`config.mk`:
```
export PLATFORM = sky130hd
export DESIGN_NAME = uart_tx_arbiter
export DESIGN_NICKNAME = d
export VERILOG_FILES = /design/src/rtl/uart_tx_arbiter_pkg.sv /design/src/rtl/uart_tx_arbiter_rr_pick.sv /design/src/rtl/uart_tx_arbiter.sv
export SDC_FILE = /design/constraint.sdc
export NUM_CORES = 1
export LEC_CHECK = 0
export BUFFER_PORTS_ARGS = -buffer_cell sky130_fd_sc_hd__buf_2
export CORE_ASPECT_RATIO = 0.8
export CORE_MARGIN = 2
export CORE_UTILIZATION = 50
export CTS_CLUSTER_DIAMETER = 50
export DETAILED_ROUTE_END_ITERATION = 7
export PLACE_DENSITY_LB_ADDON = 0.2
export SLEW_MARGIN = 30
export SYNTH_ARGS = -nofsm -noshare
export SYNTH_HDL_FRONTEND = slang
export SYNTH_SLANG_ARGS = --single-unit
```
`constraint.sdc`:
```
create_clock -name clk -period 5.5 [get_ports clk]
set_input_delay 1.1 -clock clk [delete_from_list [all_inputs] [get_ports clk]]
set_output_delay 1.1 -clock clk [all_outputs]
set_load 0.005 [all_outputs]
```
`src/rtl/uart_tx_arbiter_pkg.sv`:
```
// ----------------------------------------------------------------------------
// uart_tx_arbiter_pkg
//   Shared definitions for the UART transmit arbiter slice: the FSM state
//   encoding, the header byte base used when per-message headers are built in,
//   and a small width helper for counters that must stay at least one bit wide.
// ----------------------------------------------------------------------------
package uart_tx_arbiter_pkg;

    // IDLE picks an owner, HDR emits the optional header byte, XFER streams payload
    typedef enum logic [1:0] {
        ST_IDLE = 2'd0,
        ST_HDR  = 2'd1,
        ST_XFER = 2'd2
    } arbState_t;

    // Header byte is HDR_BASE with the owner index in the low bits
    localparam logic [7:0] HDR_BASE = 8'hA0;

    // Counter width for values 0..n-1, never narrower than one bit
    function automatic int widthFor(input int n);
        return (n > 1) ? $clog2(n) : 1;
    endfunction

endpackage

```
`src/rtl/uart_tx_arbiter_rr_pick.sv`:
```
// ----------------------------------------------------------------------------
// rr_pick
//   Combinational round-robin picker. Starting from the requester just after
//   i_ptr and wrapping around, returns the first requester with i_req set.
//   Ports:
//     i_req   [N-1:0]  request vector
//     i_ptr   [IW-1:0] index of the most recent owner (lowest priority)
//     o_grant [N-1:0]  one-hot winner, zero when nobody requests
//     o_idx   [IW-1:0] binary index of the winner
//     o_any            at least one request present
// ----------------------------------------------------------------------------
module rr_pick #(
    parameter int N = 4
) (
    input  logic [N-1:0]         i_req,
    input  logic [$clog2(N)-1:0] i_ptr,
    output logic [N-1:0]         o_grant,
    output logic [$clog2(N)-1:0] o_idx,
    output logic                 o_any
);

    localparam int IW = $clog2(N);

    logic [IW:0] w_sum;

    // Walk candidates ptr+1 .. ptr+N modulo N; the first hit wins, so the
    // previous owner (ptr itself) is considered last.
    always_comb begin
        o_grant = '0;
        o_idx   = '0;
        o_any   = 1'b0;
        w_sum   = '0;
        for (int k = 1; k <= N; k++) begin
            w_sum = {1'b0, i_ptr} + (IW+1)'(k);
            if (w_sum >= (IW+1)'(N)) begin
                w_sum = w_sum - (IW+1)'(N);
            end
            if (!o_any && i_req[w_sum[IW-1:0]]) begin
                o_any                   = 1'b1;
                o_grant[w_sum[IW-1:0]]  = 1'b1;
                o_idx                   = w_sum[IW-1:0];
            end
        end
    end

endmodule

```
`src/rtl/uart_tx_arbiter.sv`:
```
// ----------------------------------------------------------------------------
// uart_tx_arbiter
//   Shares the single UART TX FIFO write port between N byte-stream
//   requesters. Whole messages are granted round-robin; bytes of two messages
//   never interleave. A grant longer than MAX_LEN bytes is cut, trunc_tick
//   pulses, and the owner re-competes for the remainder.
//   Optional build macro: UART_ARB_HDR_EN -- when defined, every grant starts
//   with one header byte HDR_BASE|owner before the payload.
//   Ports:
//     clk, reset_n           clock, synchronous active-low reset
//     req_valid/data/last    per-requester byte stream in (data packed 8N)
//     req_ready   [N-1:0]    byte accepted this cycle
//     w_data, wr_uart        byte and write strobe to the UART TX FIFO
//     tx_full                UART TX FIFO full, stalls everything
//     grant       [N-1:0]    registered one-hot owner, zero when idle
//     busy                   registered, a message is in progress
//     trunc_tick             one-cycle pulse after a MAX_LEN cut
// ----------------------------------------------------------------------------
module uart_tx_arbiter
    import uart_tx_arbiter_pkg::*;
#(
    parameter int N       = 4,
    parameter int MAX_LEN = 64
) (
    input  logic           clk,
    input  logic           reset_n,
    input  logic [N-1:0]   req_valid,
    input  logic [8*N-1:0] req_data,
    input  logic [N-1:0]   req_last,
    output logic [N-1:0]   req_ready,
    output logic [7:0]     w_data,
    output logic           wr_uart,
    input  logic           tx_full,
    output logic [N-1:0]   grant,
    output logic           busy,
    output logic           trunc_tick
);

    localparam int IW = $clog2(N);
    localparam int CW = widthFor(MAX_LEN);

    arbState_t     r_state, w_nextState;
    logic [N-1:0]  r_grant, w_nextGrant;
    logic [IW-1:0] r_gidx,  w_nextGidx;
    logic [CW-1:0] r_count, w_nextCount;
    logic [IW-1:0] r_ptr,   w_nextPtr;
    logic          r_trunc, w_nextTrunc;
    logic          r_busy;

    logic [N-1:0]  w_pickGrant;
    logic [IW-1:0] w_pickIdx;
    logic          w_pickAny;

    logic          w_ownerValid;
    logic          w_ownerLast;
    logic [7:0]    w_ownerData;
    logic          w_beat;

    rr_pick #(.N(N)) u_pick (
        .i_req   (req_valid),
        .i_ptr   (r_ptr),
        .o_grant (w_pickGrant),
        .o_idx   (w_pickIdx),
        .o_any   (w_pickAny)
    );

    assign w_ownerValid = req_valid[r_gidx];
    assign w_ownerLast  = req_last[r_gidx];
    assign w_ownerData  = req_data[{r_gidx, 3'b000} +: 8];
    assign w_beat       = (r_state == ST_XFER) && w_ownerValid && !tx_full;

    // Next-state and output decode. Strobes come straight from the registered
    // owner plus tx_full/req_valid so a stall takes effect in the same cycle.
    always_comb begin
        w_nextState = r_state;
        w_nextGrant = r_grant;
        w_nextGidx  = r_gidx;
        w_nextCount = r_count;
        w_nextPtr   = r_ptr;
        w_nextTrunc = 1'b0;
        req_ready   = '0;
        wr_uart     = 1'b0;
        w_data      = '0;

        case (r_state)
            ST_IDLE: begin
                w_nextCount = '0;
                if (w_pickAny) begin
                    w_nextGrant = w_pickGrant;
                    w_nextGidx  = w_pickIdx;
`ifdef UART_ARB_HDR_EN
                    w_nextState = ST_HDR;
`else
                    w_nextState = ST_XFER;
`endif
                end
            end
`ifdef UART_ARB_HDR_EN
            ST_HDR: begin
                wr_uart = !tx_full;
                w_data  = HDR_BASE | 8'(r_gidx);
                if (!tx_full) begin
                    w_nextState = ST_XFER;
                end
            end
`endif
            ST_XFER: begin
                req_ready = tx_full ? '0 : r_grant;
                wr_uart   = w_ownerValid && !tx_full;
                w_data    = w_ownerData;
                if (w_beat) begin
                    if (w_ownerLast || (r_count == CW'(MAX_LEN - 1))) begin
                        w_nextState = ST_IDLE;
                        w_nextGrant = '0;
                        w_nextPtr   = r_gidx;
                        w_nextCount = '0;
                        w_nextTrunc = !w_ownerLast;
                    end else begin
                        w_nextCount = r_count + CW'(1);
                    end
                end
            end
            default: begin
                w_nextState = ST_IDLE;
                w_nextGrant = '0;
                w_nextCount = '0;
            end
        endcase
    end

    // State register; reset leaves the pointer on N-1 so requester 0 wins first
    always_ff @(posedge clk) begin
        if (!reset_n) begin
            r_state <= ST_IDLE;
            r_grant <= '0;
            r_gidx  <= '0;
            r_count <= '0;
            r_ptr   <= IW'(N - 1);
            r_trunc <= 1'b0;
            r_busy  <= 1'b0;
        end else begin
            r_state <= w_nextState;
            r_grant <= w_nextGrant;
            r_gidx  <= w_nextGidx;
            r_count <= w_nextCount;
            r_ptr   <= w_nextPtr;
            r_trunc <= w_nextTrunc;
            r_busy  <= (w_nextState != ST_IDLE);
        end
    end

    assign grant      = r_grant;
    assign busy       = r_busy;
    assign trunc_tick = r_trunc;

endmodule

```
==> results.toml <==
[run_status]
status = "finished, final reports clean"

[power]
cellInternalPower_mw = 0.239
power_per_cell_area_nw_per_um2 = 172
static-leakage-power_nw = 0.870
power.share.clock_pct = 33.6
comb_power_share_pct = 22.3
power.switching_mw = 0.0855
power.share.sequential_pct = 44.2
report.power.total_mw = 0.324
vdd_drop_max_mv = 0.166
p_sw_share_pct = 26.4

[timing]
final.period_utilization_pct = 59.0
max_freq_mhz = 308
pins_over_their_slew_limit = 0
rsz0062_at_grt = "no"
setup_viols_final = 0
setup_total_negative_slack_ps = 0
worstMarginPinSlew_ps = 817
final_hold_viol_count = 0
worst_slew_margin_rel_pct = 44.7
final_critical_delay_including_setup_and_external_delays_ps = 3240
clock_skew_ps = 1.10

[clock_network]
clock_latency_late_sink_ps = 250
cts_tree = "done"
deepest_level_of_the_cts_h_tree = 1
cts.root.buffer_cell = "sky130_fd_sc_hd__clkbuf_8"
clk_pin_slew_ps = 70
cts.hold.buffers_added = 0
cts_sinks = 18
ctsLongestPathBuffers = 2
cts-resized-gates = 0
cts_buffers = 3
post_cts_buffers = 0

[floorplan]
floorplan.initialDensity_pct = 54.1
design.core.area_um2 = 2850
floorplan.io_pins = 62
die_h_um = 53.7
rows = 17
dieArea_um2 = 3550
dieWidth_um = 66.1

[global_route]
grt.total_usage_pct = 25.4
grt.overflow.total = 0
grt_pass1_vias = 1382
busiest_layer = "met2"
global_route_wire_length_before_repair_mm = 6.82
grt_max_degree = 15
global_route.usage.met1_pct = 32.5
met2_usage_pct = 44.5
antenna_violations_before_repair = 0
met3_usage_pct = 5.44

[cells_and_area]
final_cells = 254
layout-drive-gt1-share_pct = 37.5
layout.cell_area.non_filler_um2 = 1890
layout.core_utilization_pct = 66.3
syn2layout_area_growth_pct = 22.6
final_net_count = 269
diodes = 0
filler_cell_count = 235

[yosys]
synth_area_per_cell_um2 = 9.46
synthesis.area_um2 = 1540
synth_top_cell_area_share_pct = 23.4
yosys_register_bits = 18
synthArstFlopShare_pct = 0
synth_top_cells_by_area = "sky130_fd_sc_hd__dfxtp_1, sky130_fd_sc_hd__mux4_2, sky130_fd_sc_hd__ha_1"
ys_warn_count = 0
synth.most_common_cell = "sky130_fd_sc_hd__dfxtp_1"
synth_top_area_cell = "sky130_fd_sc_hd__dfxtp_1"
synth_seq_area_share_pct = 23.4
predominant_post_synthesis_flop_cell = "sky130_fd_sc_hd__dfxtp_1"
synth_cell_types = 45
synth_fp_nets = 215
synth-edff-count = 0
post_synth_inst_count = 163
netlist_top_cells_count = "sky130_fd_sc_hd__dfxtp_1, sky130_fd_sc_hd__and2_1, sky130_fd_sc_hd__mux4_2, sky130_fd_sc_hd__nor2_1"

[worst_setup_path]
cp_slowest_cell = "sky130_fd_sc_hd__nor3b_1"
critical_path.endpoint_type = "output pin"
critical_path.top_delay_family = "simple AND/OR/NAND/NOR gates"
path_class = "input pin to output pin"
cp_common_cell = "sky130_fd_sc_hd__buf_2"
worst_path_required_ps = 4400
critical_path_peak_fanout = 9
crit_path_cell_trace = "buf_2 -> nor3b_1 -> and2_4 -> buf_2"
worst-path-buf-inv = 2
cp.arrival_ps = 2140
critical_path.max_stage_delay_ps = 480
crit_path_start_kind = "input pin"

[routing]
via_count = 1515
detail_route.drc_violations = 0
drt_first_iter_violations = 32
detail_route.first_pass.iterations = 4
detail-route-antenna-nets = 0
detail_route.wirelength_mm = 4.30
route.detailed.vias_per_inst = 5.96
detail_route.wl_per_cell_um = 16.9

[place]
detailedPlacementHpwl_mm = 3.32
postPlaceCellArea_um2 = 1840
gp_congestion = 0.823
place.port_buffers = 61
place.detailed.instances = 250

[worst_hold_path]
hold_class = "flip-flop to flip-flop"

[job]
timing.max_cap.violations = 0
==> cell usage in the layout, fill, tap and decap left out, types with 4 or more instances in the layout <==
cell type	instances
sky130_fd_sc_hd__and2_1	16
sky130_fd_sc_hd__buf_2	61
sky130_fd_sc_hd__mux4_2	11
sky130_fd_sc_hd__nor3b_1	5
sky130_fd_sc_hd__nand2_1	9
sky130_fd_sc_hd__dfxtp_1	18
sky130_fd_sc_hd__a221o_1	8
sky130_fd_sc_hd__clkbuf_8	4
sky130_fd_sc_hd__nor2_1	11
sky130_fd_sc_hd__o211ai_1	6
sky130_fd_sc_hd__inv_1	4
sky130_fd_sc_hd__a21oi_1	6
sky130_fd_sc_hd__ha_1	9
==> final timing paths <==
path | start | end | slack [ps] | depth (start not counted)
min reg2reg | grant[3]$_SDFFE_PN0P_ | grant[3]$_SDFFE_PN0P_ | 520 | 1
max reg2reg | r_ptr[0]$_SDFFE_PN1P_ | grant[0]$_SDFFE_PN0P_ | 2460 | 7
max | tx_full | wr_uart | 2260 | 4
min | grant[3]$_SDFFE_PN0P_ | grant[3]$_SDFFE_PN0P_ | 520 | 1
==> per-stage QoR <==
stage                     hold slack, ps  setup slack, ps
final                                519             2260
after global routing                 553             2150
after CTS                            515             2210
after detailed placement             499             2230
after global placement               494             2310
after floorplan                      485             2550
==> layer usage <==
metal | up-vias | routed length (um) | part of all wire (%)
met5 | - | 0 | 0
met4 | 0 | 28 | 0.65
met3 | 6 | 363 | 8.4
met2 | 80 | 2010 | 47
met1 | 712 | 1900 | 44
li1 | 717 | - | -
==> power groups by stage <==
stage	Combinational (mW)	Sequential [mW]	Clock, mW
4_1_cts	0.0723	0.143	0.109
3_3_place_gp	0.0679	0.146	0
5_1_grt	0.0789	0.145	0.118
6_report	0.0722	0.143	0.109
3_5_place_dp	0.0717	0.146	0
2_1_floorplan	0.0497	0.140	0
==> worst register-to-register path, cell delays in order (launching register included) <==
cell and delay [ps]:
sky130_fd_sc_hd__dfxtp_1 640, sky130_fd_sc_hd__inv_1 270, sky130_fd_sc_hd__ha_1 570, sky130_fd_sc_hd__mux4_2 570
sky130_fd_sc_hd__and3_4 210, sky130_fd_sc_hd__and2_1 150, sky130_fd_sc_hd__a221o_1 260, sky130_fd_sc_hd__a221o_1 260
==> sequential cells by signal, indices dropped and copies added, names as in the netlist <==
name,count
grant,4
r_state,2
trunc_tick,1
r_ptr,2
busy,1
r_gidx,2
r_count,6
==> cell families after synthesis <==
group           count (synthesis)  synth area share (%)
fa+ha+maj                       9                  7.31
mux                            15                  18.8
xor+xnor                        4                  2.27
simple gates                   67                  26.5
buf+inv                        16                  4.79
other cells                     1                 0.243
compound gates                 33                  16.7
flops                          18                  23.4
==> layout make-up <==
type | count | area [um^2] | share of cell area (%)
Timing Repair Buffer | 61 | 305 | 16.1
Clock buffer | 4 | 55.1 | 2.91
Sequential cell | 18 | 360 | 19.1
Tap cell | 38 | 47.5 | 2.51
Inverter | 4 | 15.0 | 0.794
Multi-Input combinational cell | 129 | 1110 | 58.6
Note: power is estimated with default switching activity, not from simulation.
